`config.mk`:
```
export PLATFORM = sky130hd
export DESIGN_NAME = sync_fifo_ctrl
export DESIGN_NICKNAME = d
export VERILOG_FILES = /design/src/rtl/fifo_pkg.sv /design/src/rtl/fifo_dp_ram.sv /design/src/rtl/sync_fifo_ctrl.sv
export SDC_FILE = /design/constraint.sdc
export NUM_CORES = 1
export LEC_CHECK = 0
export CORE_ASPECT_RATIO = 1.4
export CORE_MARGIN = 2
export CORE_UTILIZATION = 37
export DETAILED_ROUTE_END_ITERATION = 12
export GPL_TIMING_DRIVEN = 0
export SYNTH_ARGS = -nofsm -noshare
export SYNTH_HDL_FRONTEND = slang
export SYNTH_HIERARCHICAL = 1
export SYNTH_SLANG_ARGS = --single-unit
```
`constraint.sdc`:
```
create_clock -name clk -period 5 [get_ports clk]
set_clock_uncertainty 0.05 [all_clocks]
set_input_delay 1.25 -clock clk [delete_from_list [all_inputs] [get_ports clk]]
set_output_delay 1.25 -clock clk [all_outputs]
set_load 0.03 [all_outputs]
```
`src/rtl/fifo_pkg.sv`:
```
// fifo_pkg
// Shared definitions for the synchronous FIFO slice.
//   clog2    : ceiling log2, used for pointer and address widths
//   is_pow2  : true when a value is a power of two (value >= 1)
//   DEF_*    : default word width, depth and almost-full/empty levels
package fifo_pkg;

    localparam int DEF_DATA_WIDTH = 32;
    localparam int DEF_DEPTH      = 8;
    localparam int DEF_AF_LEVEL   = 6;
    localparam int DEF_AE_LEVEL   = 2;

    // Smallest r such that 2**r >= value; clog2(1) is 0.
    function automatic int clog2(input int value);
        int r;
        r = 0;
        while ((1 << r) < value) begin
            r = r + 1;
        end
        return r;
    endfunction

    function automatic bit is_pow2(input int value);
        return (value > 0) && ((value & (value - 1)) == 0);
    endfunction

endpackage

```
`src/rtl/fifo_dp_ram.sv`:
```
// fifo_dp_ram
// DEPTH x DATA_WIDTH storage with one synchronous write port and one
// registered read port.
//   clk, rst_n : clock and async active-low reset (read register only)
//   wr_en      : write strobe; wr_data stored at wr_addr on the edge
//   rd_en      : read strobe; mem[rd_addr] captured into rd_data
//   rd_data    : registered read data, holds when rd_en is low
// The array itself is never reset. A read and write to the same address
// on one edge returns the old contents, which the FIFO relies on when it
// accepts a write into a full FIFO alongside a read of the oldest word.
module fifo_dp_ram #(
    parameter int DATA_WIDTH = 32,
    parameter int DEPTH      = 8,
    parameter int ADDR_W     = 3
) (
    input  logic                  clk,
    input  logic                  rst_n,
    input  logic                  wr_en,
    input  logic [ADDR_W-1:0]     wr_addr,
    input  logic [DATA_WIDTH-1:0] wr_data,
    input  logic                  rd_en,
    input  logic [ADDR_W-1:0]     rd_addr,
    output logic [DATA_WIDTH-1:0] rd_data
);

    logic [DATA_WIDTH-1:0] mem [DEPTH];

    // Write port: plain synchronous write, no reset so it maps onto RAM.
    always_ff @(posedge clk) begin
        if (wr_en) begin
            mem[wr_addr] <= wr_data;
        end
    end

    // Read port: the output register clears on reset and otherwise holds
    // its last value until the next accepted read.
    always_ff @(posedge clk or negedge rst_n) begin
        if (!rst_n) begin
            rd_data <= '0;
        end else if (rd_en) begin
            rd_data <= mem[rd_addr];
        end
    end

endmodule

```
`src/rtl/sync_fifo_ctrl.sv`:
```
// sync_fifo_ctrl
// Synchronous FIFO: storage, pointers, occupancy count and status flags.
//   clk, rst_n   : clock and asynchronous active-low reset
//   wr_en/data_in: write request and data
//   rd_en        : read request
//   data_out     : read data, one cycle after an accepted read; holds
//   data_valid   : data_out was updated by the previous edge
//   full/empty   : count == DEPTH / count == 0
//   almost_full  : count >= AF_LEVEL
//   almost_empty : count <= AE_LEVEL
//   count        : occupancy 0..DEPTH
//   overflow     : one-cycle pulse, a write was dropped
//   underflow    : one-cycle pulse, a read was dropped
// A write into a full FIFO is accepted when a read is accepted on the
// same edge. There is no fall-through: a word written into an empty FIFO
// can be read from the following edge onward.
module sync_fifo_ctrl
    import fifo_pkg::*;
#(
    parameter int DATA_WIDTH = DEF_DATA_WIDTH,
    parameter int DEPTH      = DEF_DEPTH,
    parameter int AF_LEVEL   = DEF_AF_LEVEL,
    parameter int AE_LEVEL   = DEF_AE_LEVEL
) (
    input  logic                     clk,
    input  logic                     rst_n,
    input  logic                     wr_en,
    input  logic [DATA_WIDTH-1:0]    data_in,
    input  logic                     rd_en,
    output logic [DATA_WIDTH-1:0]    data_out,
    output logic                     data_valid,
    output logic                     full,
    output logic                     empty,
    output logic                     almost_full,
    output logic                     almost_empty,
    output logic [clog2(DEPTH):0]    count,
    output logic                     overflow,
    output logic                     underflow
);

    localparam int PTR_W = clog2(DEPTH);
    localparam int CNT_W = PTR_W + 1;

    localparam logic [CNT_W-1:0] ONE       = CNT_W'(1);
    localparam logic [CNT_W-1:0] DEPTH_CNT = CNT_W'(DEPTH);
    localparam logic [CNT_W-1:0] AF_CNT    = CNT_W'(AF_LEVEL);
    localparam logic [CNT_W-1:0] AE_CNT    = CNT_W'(AE_LEVEL);

    // Reject illegal parameter sets at elaboration rather than building
    // a FIFO whose flags or pointer wrap would be wrong.
    if (!(DEPTH >= 2 && is_pow2(DEPTH) && AE_LEVEL >= 0 &&
          AE_LEVEL < AF_LEVEL && AF_LEVEL <= DEPTH)) begin : g_bad_params
        $error("sync_fifo_ctrl: DEPTH must be a power of two >= 2 and 0 <= AE_LEVEL < AF_LEVEL <= DEPTH");
    end

    logic [PTR_W:0]    wr_ptr;
    logic [PTR_W:0]    rd_ptr;
    logic [CNT_W-1:0]  count_next;
    logic              rd_ok;
    logic              wr_ok;

    // Acceptance. The read side only looks at empty, so a write landing
    // in an empty FIFO can never be read on the same edge.
    assign rd_ok = rd_en && !empty;
    assign wr_ok = wr_en && (!full || rd_ok);

    // Next occupancy; a simultaneous read and write leaves it unchanged.
    always_comb begin
        count_next = count;
        if (wr_ok && !rd_ok) begin
            count_next = count + ONE;
        end else if (rd_ok && !wr_ok) begin
            count_next = count - ONE;
        end
    end

    // Pointers carry one extra wrap bit and simply roll over, so no
    // explicit wrap logic is needed.
    always_ff @(posedge clk or negedge rst_n) begin
        if (!rst_n) begin
            wr_ptr <= '0;
            rd_ptr <= '0;
        end else begin
            if (wr_ok) begin
                wr_ptr <= wr_ptr + (PTR_W + 1)'(1);
            end
            if (rd_ok) begin
                rd_ptr <= rd_ptr + (PTR_W + 1)'(1);
            end
        end
    end

    // Count, flags and pulses are all registered from the next-state
    // count so they line up with count on the same edge.
    always_ff @(posedge clk or negedge rst_n) begin
        if (!rst_n) begin
            count        <= '0;
            full         <= 1'b0;
            empty        <= 1'b1;
            almost_full  <= 1'b0;
            almost_empty <= 1'b1;
            overflow     <= 1'b0;
            underflow    <= 1'b0;
            data_valid   <= 1'b0;
        end else begin
            count        <= count_next;
            full         <= (count_next == DEPTH_CNT);
            empty        <= (count_next == '0);
            almost_full  <= (count_next >= AF_CNT);
            almost_empty <= (count_next <= AE_CNT);
            overflow     <= wr_en && full && !rd_ok;
            underflow    <= rd_en && empty;
            data_valid   <= rd_ok;
        end
    end

    fifo_dp_ram #(
        .DATA_WIDTH (DATA_WIDTH),
        .DEPTH      (DEPTH),
        .ADDR_W     (PTR_W)
    ) u_ram (
        .clk     (clk),
        .rst_n   (rst_n),
        .wr_en   (wr_ok),
        .wr_addr (wr_ptr[PTR_W-1:0]),
        .wr_data (data_in),
        .rd_en   (rd_ok),
        .rd_addr (rd_ptr[PTR_W-1:0]),
        .rd_data (data_out)
    );

endmodule

```
==> reports/metrics.cfg <==
[run_status]
status = finished, final reports clean

[worst_hold_path]
holdPathEnd = rd_ptr[2]$_DFFE_PN0P_
holdCritStartpoint = rd_ptr[2]$_DFFE_PN0P_
hold_depth = 1
hold_class = reg2reg

[cells_and_area]
fillers = 2765
fin_area_mm2 = 0.0146
drive_gt1_share_pct = 13.1
area_growth_pct = 20.5
final_cell_mix = edfxtp_1, mux2i_1, clkdlybuf4s50_1, nor2b_1, dfrtp_1
finish.utilization_pct = 45.2
diodes = 0
final_common_cell = edfxtp_1
stdcell_count = 1290
nNetsFinal = 870

[timing]
setup_viol = 0
rsz0062_at_grt = no
final.period_utilization_pct = 74.4
worst_pin_slew_ns = 0.937
min_period_ns = 3.72
maxSlewViolCount = 0
timing.fmax_ghz = 0.269
max_slew_margin_pct = 37.2
final-hold-violation-count = 0
holdWs_ns = 0.430

[clock_network]
cts_tree = built
cts_buffer_depth = 3
cts_max_level = 1
root_buffer = clkbuf_16
clk_latency_ns = 0.54
post_cts_resized = 0
path_clk_slew_ns = 0.06
post_cts_buffers = 0
postCtsHoldBufs = 0
cts_buffers = 27
cts.sinks = 305

[placement]
dp_hpwl_um = 18200
io_buffers = 78
dp_cells = 1241
placed_area_mm2 = 0.0137
gp_congestion = 0.754

[critical_path]
rr_startpoint = empty$_DFF_PN1_
startpoint_type = primary input
reg2reg_slack_ns = 2.08
worstPathArrival_ns = 3.92
cp_max_fo = 10
r2r-end = u_ram/mem[4][18]$_DFFE_PP_
cp-end-kind = flip-flop
cp.required_ns = 5.20
critPathKind = in2reg
rr_worst_depth = 7

[grt]
grt_pass1_wl_um = 42200
grt.total_usage_pct = 17.0
grt_max_degree = 50
grt_pass1_vias = 6845
grt_overflow = 0
antenna_found_initial = 1

[pwr]
pwr_density_cell_mw_per_mm2 = 611
p_total_mw = 8.93
leakagePower_nw = 5.28
ir_drop_mv = 0.295

[synth]
synth_edf_count = 256
synth_cells = 710
synthDistinctLibCells = 42
synth_async_sr_flop_share_pct = 16.1
ys.warnings.count = 6
ys_seq_area_share_pct = 73.6
synthesis.nets = 750
ys_seq_elements = 305
ys.flop_type = edfxtp_1
syn_area_per_cell_um2 = 17.1
syn_area_mm2 = 0.0121

[detailed_routing]
first_iter_violations = 534
vias = 6589
drc = 0
antenna_left = 0
wl_per_cell_um = 22.3
vias_per_cell = 5.11
dr.pass1.iters = 6
routed_wirelength_um = 28800

[die]
die_area_mm2 = 0.0342
boundaryPins = 79
die_w_um = 157
std_cell_rows = 78
fp.dieH_um = 218
core_area_mm2 = 0.0323
initial_utilization_pct = 37.5

[flow_run]
max_cap_viol_count = 0

-- worst max-delay path: stages --
cell	delay (ns)
clkdlybuf4s50_1	0.54
nand2b_4	0.09
clkbuf_8	0.16
a21boi_1	0.36
nand2_1	0.31
nor3_2	0.78
buf_8	0.24
buf_6	0.17
-- report_power, final --
group          switching (mW)  internal [mW]
registers               0.214           3.30
logic                    2.00           1.34
clock network           0.880           1.19
total                    3.10           5.83
-- synthesized netlist by cell type (2+ instances only) --
cell type	n	area, µm²
nand2b_1	4	25.0
buf_6	17	191
nand2b_4	2	27.5
edfxtp_1	256	7690
nor3_1	5	25.0
buf_8	2	30.0
a41o_1	32	320
dfstp_2	2	52.6
nor2b_1	65	407
a311oi_1	2	17.5
nand2_1	8	30.0
mux2i_1	97	971
xnor2_1	6	52.6
nand3_1	35	175
a31oi_1	2	12.5
inv_1	3	11.3
a21oi_1	2	10.0
buf_4	4	30.0
a22oi_1	32	240
dfrtp_1	47	1180
ha_1	4	50.1
nor2_1	11	41.3
a211o_1	33	289
clkbuf_1	9	33.8
buf_2	13	65.1
-- sequential cells by signal (all words and copies together) (netlist names) --
| signal | cells |
|---|---|
| almost_empty | 1 |
| almost_full | 1 |
| count | 4 |
| data_valid | 1 |
| empty | 1 |
| full | 1 |
| overflow | 1 |
| rd_ptr | 3 |
| u_ram/mem | 256 |
| u_ram/rd_data | 32 |
| underflow | 1 |
| wr_ptr | 3 |
-- through the flow --
step | worst slack (ns) | setup TNS [ns]
floorplan | 0.344 | 0
global placement | -2.81 | -342.97
detailed placement | 0.676 | 0
CTS | 1.24 | 0
global route | 1.05 | 0
finish | 1.28 | 0
-- worst max path at each step --
stage,startpoint,end,slack [ns],cells after the start
5_1_grt,rd_en,u_ram/mem[4][16]$_DFFE_PP_,1.05,8
3_5_place_dp,rd_en,u_ram/mem[4][16]$_DFFE_PP_,0.68,8
4_1_cts,rd_en,u_ram/mem[4][23]$_DFFE_PP_,1.24,8
2_1_floorplan,rd_en,u_ram/mem[4][0]$_DFFE_PP_,0.34,5
6_report,rd_en,u_ram/mem[4][18]$_DFFE_PP_,1.28,8
3_3_place_gp,rd_en,u_ram/mem[0][16]$_DFFE_PP_,-2.81,6
-- layout make-up --
| type | count | area [µm²] | share of cell area, % |
|---|---|---|---|
| Sequential cell | 305 | 8920 | 61.1 |
| Multi-Input combinational cell | 354 | 2870 | 19.7 |
| Timing Repair Buffer | 91 | 996 | 6.82 |
| Clock buffer | 36 | 739 | 5.06 |
| Tap cell | 440 | 551 | 3.77 |
| Buffer | 47 | 369 | 2.53 |
| Clock inverter | 13 | 144 | 0.986 |
| Inverter | 4 | 16.3 | 0.111 |
-- per-layer routing --
metal,track usage [%],vias up,part of all wire [%]
met5,0,-,0.042
met4,6.09,2,2.7
met3,2.18,56,4.1
met2,30.9,168,53
met1,20.4,3348,40
li1,-,3015,-
-- logic make-up after synthesis --
logic type               synth area share (%)
AND/OR/NAND/NOR                          6.56
XOR/XNOR                                0.506
buffers and inverters                    3.18
multiplexers                             8.11
flip-flops                               73.6
adder cells (fa/ha/maj)                 0.413
AO/OA/AOI/OAI                            7.64
Note: power is estimated with default switching activity, not from simulation.
